===== src/rtl/envase_parametrizado_if.sv =====
// Bundle of the bottling-station operator/sensor inputs and the
// actuator/status/counter outputs.
//   master : drives start, garrafa, sensor_de_nivel, cq_valido, cq_ok,
//            add_estoque; observes everything else
//   slave  : the station controller itself
interface envase_parametrizado_if #(
  parameter int unsigned W = 8
);
  logic         start;
  logic         garrafa;
  logic         sensor_de_nivel;
  logic         cq_valido;
  logic         cq_ok;
  logic         add_estoque;

  logic         motor;
  logic         ev;
  logic         ve;
  logic         descarte;
  logic         estaemcq;
  logic         disp;
  logic         alarme;
  logic         falha;
  logic         lote_pronto;
  logic [W-1:0] rolhas_estoque;
  logic [W-1:0] rolhas_linha;
  logic [W-1:0] garrafas;
  logic [W-1:0] lotes;

  modport master (
    output start, garrafa, sensor_de_nivel, cq_valido, cq_ok, add_estoque,
    input  motor, ev, ve, descarte, estaemcq, disp, alarme, falha,
           lote_pronto, rolhas_estoque, rolhas_linha, garrafas, lotes
  );

  modport slave (
    input  start, garrafa, sensor_de_nivel, cq_valido, cq_ok, add_estoque,
    output motor, ev, ve, descarte, estaemcq, disp, alarme, falha,
           lote_pronto, rolhas_estoque, rolhas_linha, garrafas, lotes
  );
endinterface


===== src/rtl/envase_parametrizado.sv =====
// Parametrised bottling-station controller: line sequencer (transport,
// fill, seal, quality check, discard), cork stock/line dispenser and
// bottle/batch counters.
// Ports:
//   clk   : system clock, rising edge
//   reset : synchronous, active-low
//   bus   : envase_parametrizado_if.slave (sensor/operator inputs,
//           Moore actuator outputs, status flags, W-bit counters)
module envase_parametrizado #(
  parameter int unsigned W            = 8,
  parameter int unsigned LOTE         = 12,
  parameter int unsigned MAX_LOTES    = 10,
  parameter int unsigned LINHA_CAP    = 5,
  parameter int unsigned ESTQ_INICIAL = 20,
  parameter int unsigned RECARGA      = 10,
  parameter int unsigned TIMEOUT      = 16
) (
  input  logic                   clk,
  input  logic                   reset,
  envase_parametrizado_if.slave  bus
);

  localparam int unsigned TW = $clog2(TIMEOUT);

  typedef enum logic [3:0] {
    PARADO,
    TRANSPORTE,
    ENCHENDO,
    AGUARDA_ROLHA,
    VEDANDO,
    CQ,
    DESCARTE,
    CONTANDO,
    FALHA
  } estado_t;

  estado_t        r_estado;
  estado_t        w_prox;
  logic [TW-1:0]  r_timer;
  logic [W-1:0]   r_estoque;
  logic [W-1:0]   r_linha;
  logic [W-1:0]   r_garrafas;
  logic [W-1:0]   r_lotes;

  logic           w_disp;
  logic           w_selo;
  logic           w_conta;
  logic           w_fim_lote;
  logic [W:0]     w_soma;
  logic [W-1:0]   w_estoque_prox;
  logic [W-1:0]   w_linha_prox;

  // Dispenser runs regardless of the sequencer, but is held off in reset.
  assign w_disp     = reset && (r_linha < W'(LINHA_CAP)) && (r_estoque != '0);
  assign w_selo     = (r_estado == VEDANDO) && (r_linha != '0);
  assign w_conta    = (r_estado == CONTANDO);
  assign w_fim_lote = w_conta && (r_garrafas == W'(LOTE - 1));

  // One extra bit catches overflow of stock + restock (RECARGA < 2^W).
  assign w_soma = {1'b0, r_estoque} + (W+1)'(RECARGA) - (W+1)'(w_disp);

  always_comb begin
    w_estoque_prox = r_estoque;
    if (bus.add_estoque) begin
      w_estoque_prox = w_soma[W] ? '1 : w_soma[W-1:0];
    end else if (w_disp) begin
      w_estoque_prox = r_estoque - W'(1);
    end
  end

  // A cork entering and a cork leaving in the same cycle cancel out.
  always_comb begin
    w_linha_prox = r_linha;
    if (w_disp && !w_selo) begin
      w_linha_prox = r_linha + W'(1);
    end else if (w_selo && !w_disp) begin
      w_linha_prox = r_linha - W'(1);
    end
  end

  always_comb begin
    w_prox = r_estado;
    case (r_estado)
      PARADO:        if (bus.start) w_prox = TRANSPORTE;
      TRANSPORTE: begin
        if (!bus.start)       w_prox = PARADO;
        else if (bus.garrafa) w_prox = ENCHENDO;
      end
      ENCHENDO: begin
        // Level sensor wins over a timeout landing on the same cycle.
        if (bus.sensor_de_nivel)
          w_prox = (r_linha != '0) ? VEDANDO : AGUARDA_ROLHA;
        else if (r_timer == TW'(TIMEOUT - 1))
          w_prox = FALHA;
      end
      AGUARDA_ROLHA: if (r_linha != '0) w_prox = VEDANDO;
      VEDANDO:       w_prox = CQ;
      CQ:            if (bus.cq_valido) w_prox = bus.cq_ok ? CONTANDO : DESCARTE;
      DESCARTE:      w_prox = TRANSPORTE;
      CONTANDO:      w_prox = TRANSPORTE;
      FALHA:         if (!bus.start) w_prox = PARADO;
      default:       w_prox = PARADO;
    endcase
  end

  always_ff @(posedge clk) begin
    if (!reset) begin
      r_estado   <= PARADO;
      r_timer    <= '0;
      r_estoque  <= W'(ESTQ_INICIAL);
      r_linha    <= '0;
      r_garrafas <= '0;
      r_lotes    <= '0;
    end else begin
      r_estado  <= w_prox;
      r_timer   <= (r_estado == ENCHENDO) ? r_timer + TW'(1) : '0;
      r_estoque <= w_estoque_prox;
      r_linha   <= w_linha_prox;
      if (w_conta) begin
        if (w_fim_lote) begin
          r_garrafas <= '0;
          r_lotes    <= (r_lotes == W'(MAX_LOTES - 1)) ? '0 : r_lotes + W'(1);
        end else begin
          r_garrafas <= r_garrafas + W'(1);
        end
      end
    end
  end

  assign bus.motor          = (r_estado == TRANSPORTE);
  assign bus.ev             = (r_estado == ENCHENDO);
  assign bus.ve             = (r_estado == VEDANDO);
  assign bus.descarte       = (r_estado == DESCARTE);
  assign bus.estaemcq       = (r_estado == CQ);
  assign bus.falha          = (r_estado == FALHA);
  assign bus.alarme         = (r_estado == AGUARDA_ROLHA) && (r_estoque == '0);
  assign bus.disp           = w_disp;
  assign bus.lote_pronto    = w_fim_lote;
  assign bus.rolhas_estoque = r_estoque;
  assign bus.rolhas_linha   = r_linha;
  assign bus.garrafas       = r_garrafas;
  assign bus.lotes          = r_lotes;

endmodule


===== src/flat_wrapper.sv =====
// flat-port wrapper written by rule: the top's interface ports become plain ports
module envase_parametrizado_flat 
#(
  parameter int unsigned W            = 8,
  parameter int unsigned LOTE         = 12,
  parameter int unsigned MAX_LOTES    = 10,
  parameter int unsigned LINHA_CAP    = 5,
  parameter int unsigned ESTQ_INICIAL = 20,
  parameter int unsigned RECARGA      = 10,
  parameter int unsigned TIMEOUT      = 16
)
  (clk, reset, bus_start, bus_garrafa, bus_sensor_de_nivel, bus_cq_valido, bus_cq_ok, bus_add_estoque, bus_motor, bus_ev, bus_ve, bus_descarte, bus_estaemcq, bus_disp, bus_alarme, bus_falha, bus_lote_pronto, bus_rolhas_estoque, bus_rolhas_linha, bus_garrafas, bus_lotes);
  envase_parametrizado_if #(.W(W)) bus_i ();
  input  logic clk;
  input  logic reset;
  input wire logic [$bits(bus_i.start)-1:0] bus_start;
  input wire logic [$bits(bus_i.garrafa)-1:0] bus_garrafa;
  input wire logic [$bits(bus_i.sensor_de_nivel)-1:0] bus_sensor_de_nivel;
  input wire logic [$bits(bus_i.cq_valido)-1:0] bus_cq_valido;
  input wire logic [$bits(bus_i.cq_ok)-1:0] bus_cq_ok;
  input wire logic [$bits(bus_i.add_estoque)-1:0] bus_add_estoque;
  output wire logic [$bits(bus_i.motor)-1:0] bus_motor;
  output wire logic [$bits(bus_i.ev)-1:0] bus_ev;
  output wire logic [$bits(bus_i.ve)-1:0] bus_ve;
  output wire logic [$bits(bus_i.descarte)-1:0] bus_descarte;
  output wire logic [$bits(bus_i.estaemcq)-1:0] bus_estaemcq;
  output wire logic [$bits(bus_i.disp)-1:0] bus_disp;
  output wire logic [$bits(bus_i.alarme)-1:0] bus_alarme;
  output wire logic [$bits(bus_i.falha)-1:0] bus_falha;
  output wire logic [$bits(bus_i.lote_pronto)-1:0] bus_lote_pronto;
  output wire logic [$bits(bus_i.rolhas_estoque)-1:0] bus_rolhas_estoque;
  output wire logic [$bits(bus_i.rolhas_linha)-1:0] bus_rolhas_linha;
  output wire logic [$bits(bus_i.garrafas)-1:0] bus_garrafas;
  output wire logic [$bits(bus_i.lotes)-1:0] bus_lotes;
  assign bus_i.start = bus_start;
  assign bus_i.garrafa = bus_garrafa;
  assign bus_i.sensor_de_nivel = bus_sensor_de_nivel;
  assign bus_i.cq_valido = bus_cq_valido;
  assign bus_i.cq_ok = bus_cq_ok;
  assign bus_i.add_estoque = bus_add_estoque;
  assign bus_motor = bus_i.motor;
  assign bus_ev = bus_i.ev;
  assign bus_ve = bus_i.ve;
  assign bus_descarte = bus_i.descarte;
  assign bus_estaemcq = bus_i.estaemcq;
  assign bus_disp = bus_i.disp;
  assign bus_alarme = bus_i.alarme;
  assign bus_falha = bus_i.falha;
  assign bus_lote_pronto = bus_i.lote_pronto;
  assign bus_rolhas_estoque = bus_i.rolhas_estoque;
  assign bus_rolhas_linha = bus_i.rolhas_linha;
  assign bus_garrafas = bus_i.garrafas;
  assign bus_lotes = bus_i.lotes;
  envase_parametrizado #(.W(W), .LOTE(LOTE), .MAX_LOTES(MAX_LOTES), .LINHA_CAP(LINHA_CAP), .ESTQ_INICIAL(ESTQ_INICIAL), .RECARGA(RECARGA), .TIMEOUT(TIMEOUT)) u_core (.clk(clk), .reset(reset), .bus(bus_i));
endmodule

===== config.mk =====
export PLATFORM = sky130hd
export DESIGN_NAME = envase_parametrizado_flat
export DESIGN_NICKNAME = d
export VERILOG_FILES = /design/src/rtl/envase_parametrizado_if.sv /design/src/rtl/envase_parametrizado.sv /design/src/flat_wrapper.sv
export SDC_FILE = /design/constraint.sdc
export NUM_CORES = 1
export LEC_CHECK = 0
export BUFFER_PORTS_ARGS = -buffer_cell sky130_fd_sc_hd__buf_2
export CORE_MARGIN = 2
export CORE_UTILIZATION = 40
export DETAILED_ROUTE_END_ITERATION = 10
export GPL_ROUTABILITY_DRIVEN = 0
export PLACE_DENSITY = 0.6
export SLEW_MARGIN = 5
export SYNTH_ARGS = -nofsm -noshare
export SYNTH_HDL_FRONTEND = slang
export SYNTH_SLANG_ARGS = --single-unit

===== constraint.sdc =====
create_clock -name clk -period 3.5 [get_ports clk]
set_input_delay 0.7 -clock clk [delete_from_list [all_inputs] [get_ports clk]]
set_output_delay 0.7 -clock clk [all_outputs]
set_load 0.01 [all_outputs]

After elaboration in Yosys (flattened, before gate mapping)
Index checks and enable logic that the tools add are counted.
{"block": "word_totals", "regBits": 40, "latch_bits": 0, "ram_bits": 0, "rom_bits": 0, "n_memories": 0}
{"block": "op_classes", "add_sub_neg": 8, "mul": 0, "div": 0, "order_cmp": 1, "eq_ne": 17, "shifts": 0, "muxes": 18, "bitwise_logic": 0, "reduce_logical": 19}
{"operator": "$mux 8", "count": 7}
{"operator": "$mux 4", "count": 8}
{"operator": "$pmux 4 s8", "count": 1}
{"operator": "$add 8x1->8 const B", "count": 3}
{"operator": "$eq 4x3->1 const B", "count": 4}
{"operator": "$eq 8x4->1 const B", "count": 2}
{"operator": "$reduce_bool 8->1", "count": 2}
{"operator": "$sub 8x1->8 const B", "count": 2}
{"operator": "$add 8x4->9 const B", "count": 1}
{"operator": "$sub 9x1->9", "count": 1}
{"operator": "$eq 4x2->1 const B", "count": 2}
{"operator": "$eq 4x4->1 const B", "count": 2}
{"operator": "$logic_not 8->1", "count": 1}
{"operator": "$lt 8x3->1 const B", "count": 1}
{"operator": "$logic_and 1x1->1", "count": 7}
{"operator": "$ne 2x2->1 const B", "count": 3}
{"operator": "$reduce_and 6->1", "count": 1}
{"operator": "$add 4x1->4 const B", "count": 1}
{"operator": "$eq 4x1->1 const B", "count": 1}
{"operator": "$logic_not 4->1", "count": 1}
{"operator": "$reduce_and 2->1", "count": 2}
{"operator": "$reduce_bool 2->1", "count": 2}
{"operator": "$mux 3", "count": 1}
{"operator": "$ne 3x2->1 const B", "count": 1}
{"operator": "other kinds (5)", "count": 6}

Depth between registers and ports, before layout
{"block": "logic_depth", "depth_word": 7, "depth_mapped": 16, "mapped_depth_nobuf": 15}

Worst setup path after synthesis
Ideal clock, no wire load.
{"block": "synth_path", "path_kind": "flip-flop to flip-flop", "start": "register u_core.r_estoque[4] (netlist: u_core.bus.rolhas_estoque[4])", "end": "register u_core.r_linha[7] (netlist: u_core.bus.rolhas_linha[7])", "setup_ns": 0.072, "t_arrival_ns": 3.325, "t_required_ns": 3.428, "path_slack_ns": 0.103, "stages_incl_launch_ff": 15, "period_less_slack_ns": 3.397, "cell_sequence": "dfxtp_1 > inv_1 > ha_1 > and4_1 > nor4bb_1 > buf_2 > and2_4 > ha_1 > inv_1 > ha_1 > a21oi_1 > a31oi_1 > o41ai_1 > mux2i_1 > mux2i_1"}
{"block": "synth_between", "elab_chain_cells": 5}
{"element": "from (decl)", "line_no": "envase_parametrizado.sv:40", "rtl": "logic [W-1:0] r_estoque;"}
{"element": "from (signal assigned)", "line_no": "envase_parametrizado.sv:110", "rtl": "r_estoque <= W'(ESTQ_INICIAL);"}
{"element": "from (signal assigned)", "line_no": "envase_parametrizado.sv:117", "rtl": "r_estoque <= w_estoque_prox;"}
{"element": "$reduce_bool 8->1 *", "line_no": "envase_parametrizado.sv:54", "rtl": "assign w_disp = reset && (r_linha < W'(LINHA_CAP)) && (r_estoque != '0);"}
{"element": "$logic_and 1x1->1 *", "line_no": "envase_parametrizado.sv:54"}
{"element": "net bus_disp", "line_no": "flat_wrapper.sv:27", "rtl": "output wire logic [$bits(bus_i.disp)-1:0] bus_disp;"}
{"element": "$logic_not 1->1", "line_no": "envase_parametrizado.sv:76", "rtl": "end else if (w_selo && !w_disp) begin"}
{"element": "$logic_and 1x1->1", "line_no": "envase_parametrizado.sv:76"}
{"element": "$reduce_bool 2->1 (no line)"}
{"element": "to (signal assigned)", "line_no": "envase_parametrizado.sv:118", "rtl": "r_linha <= w_linha_prox;"}
{"element": "to (decl)", "line_no": "envase_parametrizado.sv:41", "rtl": "logic [W-1:0] r_linha;"}
The timed path passes the listed nets; every way through them passes the cells marked *.
A chain may end at the register's enable or synchronous reset.

Final worst setup path
{"block": "layout_path", "start": "register u_core.r_estoque[0] (netlist: u_core.bus.rolhas_estoque[0])", "end": "register u_core.r_estoque[1] (netlist: u_core.bus.rolhas_estoque[1])"}
{"block": "layout_between", "elab_chain_cells": 5}
{"element": "branches (longest 5 deep; another with $add 8x4->9)"}
Parallel ways; which one is timed is not known. The select of a mux whose other input is x is not followed.

==> flow_summary.ini <==
[critical_path]
critPathCaptureType = flop
worstSetupPathDepth = 14
critPathSlowestCell = o41ai_2
arrival_ns = 3.47
r2r_setup_slack_ns = 0.22
critical_path.max_stage_delay_ns = 0.44
critPathTopFamily = compound AO/OA/AOI/OAI gates
cp_num_buf_inv = 3
reg2reg_from = u_core.bus.rolhas_estoque[0]
worstSetupPathType = flop to flop
crit_chain = inv_1 > ha_1 > and4_4 > nor4bb_4 > and2_4 > ha_1 > inv_1 > ha_1 > a211oi_2 > nor3_1 > o41ai_2 > nor3_2 > buf_4 > a221oi_1
cp-start-kind = flop
r2r-end = u_core.bus.rolhas_estoque[1]
rr_worst_depth = 14
critPathMaxFanout = 4
required_ns = 3.69
crit_path_frequent_cell = ha_1

[detailed_routing]
ant_nets = 0
drt_iter0_markers = 146
via_count = 2562
vias_per_cell = 5.15
first_pass_iters = 4
wl_per_cell_um = 13.6
drcViolationCount = 0
totalWireLength_um = 6780

[timing]
hold_viol_final = 0
slew_headroom_pct = 45.1
min_period_ns = 3.28
finalClockSkew_ns = 0.00213
worst_pin_slew_ns = 0.822
post-route-period-util_pct = 93.7
drv_slew = 0
finalSetupViolations = 0
fmax_mhz = 305
worst_slack_ns = 0.220

[power_and_ir_drop]
power_switching_mw = 1.16
p_seq_share_pct = 24.8
p_leak_nw = 1.50
swShare_pct = 44.6
internal-power_mw = 1.43
power_per_cell_area_nw_per_um2 = 754
pwr-share-comb_pct = 63.2
irDropWorstVdd_uv = 353
clkPwrFrac_pct = 12.0

[synth]
syn_nets = 377
synth-warning-count = 0
syn_inst = 339
ys_seq_area_share_pct = 27.7
yosys-top-cells-area = dfxtp_1 28%, ha_1 13%, nor2_1 4.5%
syn_area_per_cell_um2 = 8.54
ys_seq_elements = 40
synth_edf_count = 0
syn_area_um2 = 2900
synth_mux_area_share_pct = 1.77
yosysUniqueCellTypes = 68
synth_top_family_by_area = simple AND/OR/NAND/NOR gates
synth_top_area_share_pct = 27.7
synth_compound_area_share_pct = 16.5
synthXorXnorAreaFrac_pct = 7.26
synth_async_sr_flop_share_pct = 0
synth_ff_type = dfxtp_1
synth_largest_area_cell = dfxtp_1
synth-adder-area-share_pct = 13.2
synth_simple_gate_area_share_pct = 28.0

[final_layout]
syn_to_final_growth_pct = 18.7
diodes = 0
fin_area_um2 = 3440
drive_gt1_share_pct = 25.1
final_common_cell = buf_2
nets = 435
mostFrequentLayoutCells = 48 x buf_2, 36 x dfxtp_1, 35 x nor2_1
fillers = 729

[die]
initial_core_util_pct = 40.6
die-area_um2 = 7930
rows = 31
core_region_area_um2 = 7140
die_h_um = 89.1
ioPinCount = 49
die_x_um = 89.1

[min_path]
min_path_type = flop to flop
hold_end = u_core.r_timer[0]
hold_path_depth = 1
hold_start = u_core.r_timer[0]

[placed_design]
dpl.hpwl_um = 4980
dp_slack_ns = 0.00825
portBuffers = 48
placedInstanceArea_um2 = 3280

[clock_tree]
cts_buffers = 5
clk_path_buf_depth = 2
path_clk_slew_ns = 0.08
insertion_delay_ns = 0.29
ctsHoldBuffers = 0
cts_tree = yes
cts.sinks = 40
cts.htree.levels = 2
root_buffer = clkbuf_8

[global_routing]
grtUsageTotal_pct = 17.7
first_global_vias = 2361
grt_max_degree = 24
grt_pass1_wl_um = 11200
grt_antenna_before_repair = 0
grt_overflow = 0

[run]
drv_cap = 0

[run_status]
outcome = finished, final reports clean
==> cells in the mapped netlist, types with 2 or more instances <==
cell and n:
nand3_1 10, nand3b_1 2, mux2i_1 4, and2_1 3, nand4b_1 2, and3_1 3, inv_1 26, ha_1 29
nor2_1 35, nor2b_1 3, nor4_2 3, buf_2 3, a21o_1 3, xor2_1 11, nand2_1 25, nor3b_1 4
a31oi_1 5, o21a_1 5, or3_1 3, dfxtp_1 40, o21ai_0 4, or2_1 2, clkbuf_1 6, o211ai_1 4
nor3_1 15, nor4b_1 4, a21oi_1 15, a221oi_1 5, nand2b_1 5, xnor2_1 13, nor3_2 2, nand4_1 4
o21ai_1 6
==> final cells by class <==
type | instances | area [µm²] | area share (%)
multi-input combinational | 260 | 1960 | 57.2
sequential | 40 | 806 | 23.5
timing repair buffer | 63 | 353 | 10.3
tap | 99 | 124 | 3.61
inverter | 27 | 101 | 2.95
clock buffer | 5 | 68.8 | 2.00
clock inverter | 3 | 18.8 | 0.546
==> routing by layer <==
layer,vias up,share of wire (%),track usage (%),wire length [µm]
met5,-,0,0,0
li1,1314,-,-,-
met1,1202,48,23.2,3270
met3,4,3.5,2.95,235
met2,42,48,30.7,3240
met4,0,0.53,3.93,36
==> worst register-to-register path: stages (launching register included) <==
cell and delay [ns]:
dfxtp_2 0.36, inv_1 0.07, ha_1 0.25, and4_4 0.21
nor4bb_4 0.30, and2_4 0.21, ha_1 0.14, inv_1 0.05
ha_1 0.23, a211oi_2 0.28, nor3_1 0.09, o41ai_2 0.44
nor3_2 0.12, buf_4 0.18, a221oi_1 0.26
==> registers in the layout (all words and copies together) (netlist names) <==
name and cells:
u_core.bus.rolhas_estoque 8, u_core.r_estado 4, u_core.bus.garrafas 8, u_core.bus.lotes 8
u_core.bus.rolhas_linha 8, u_core.r_timer 4
==> per-stage QoR <==
| step | std cells | hold slack (ns) | setup TNS [ns] | utilization (%) | total power, mW |
|---|---|---|---|---|---|
| 5_1_grt | 497 | 0.475 | -0.0169 | 48.1 | 2.85 |
| 4_1_cts | 493 | 0.451 | 0 | 47.3 | 2.51 |
| 3_5_place_dp | 485 | 0.440 | 0 | 46.0 | 2.17 |
| 3_3_place_gp | 485 | 0.432 | 0 | 46.0 | 2.16 |
| 2_1_floorplan | 339 | 0.418 | 0 | - | 1.79 |
| 6_report | 497 | 0.450 | 0 | 48.1 | 2.59 |
==> cell families (layout without fill, tap and decap cells) <==
logic type                 count (synthesis)  count (layout)
adders and majority gates                 30              30
buffers and inverters                     39              98
AOI/OAI and AO/OA                         64              64
xor gates and xnor gates                  24              24
and+or+nand+nor                          137             137
muxes                                      5               5
DFF                                       40              40
==> worst max path at each step <==
stage	start	to	slack (ns)
2_1_floorplan	u_core.bus.rolhas_estoque[4]	u_core.bus.rolhas_linha[7]	0.10
3_3_place_gp	u_core.bus.rolhas_estoque[3]	u_core.bus.rolhas_linha[7]	0.18
3_5_place_dp	u_core.bus.rolhas_estoque[3]	u_core.bus.rolhas_linha[7]	0.008
4_1_cts	u_core.bus.rolhas_estoque[3]	u_core.bus.rolhas_linha[7]	0.07
5_1_grt	u_core.bus.rolhas_estoque[0]	u_core.bus.rolhas_estoque[1]	-0.02
6_report	u_core.bus.rolhas_estoque[0]	u_core.bus.rolhas_estoque[1]	0.22
==> power by group through the flow <==
stage                     registers (mW)  clock network, mW  logic (mW)
after floorplan                    0.679                  0        1.11
after global placement             0.645                  0        1.52
after detailed placement           0.646                  0        1.53
after CTS                          0.637              0.318        1.55
after global routing               0.660              0.331        1.85
final                              0.643              0.310        1.64
==> repair_timing <==
action / CTS / global route
pin swaps: 0 / 5
setup endpoints to repair: 1 / 10
setup buffers: 0 / 4
resized for setup: 1 / 11
gates cloned: 0 / 0
(Power assumes the default switching activity.)
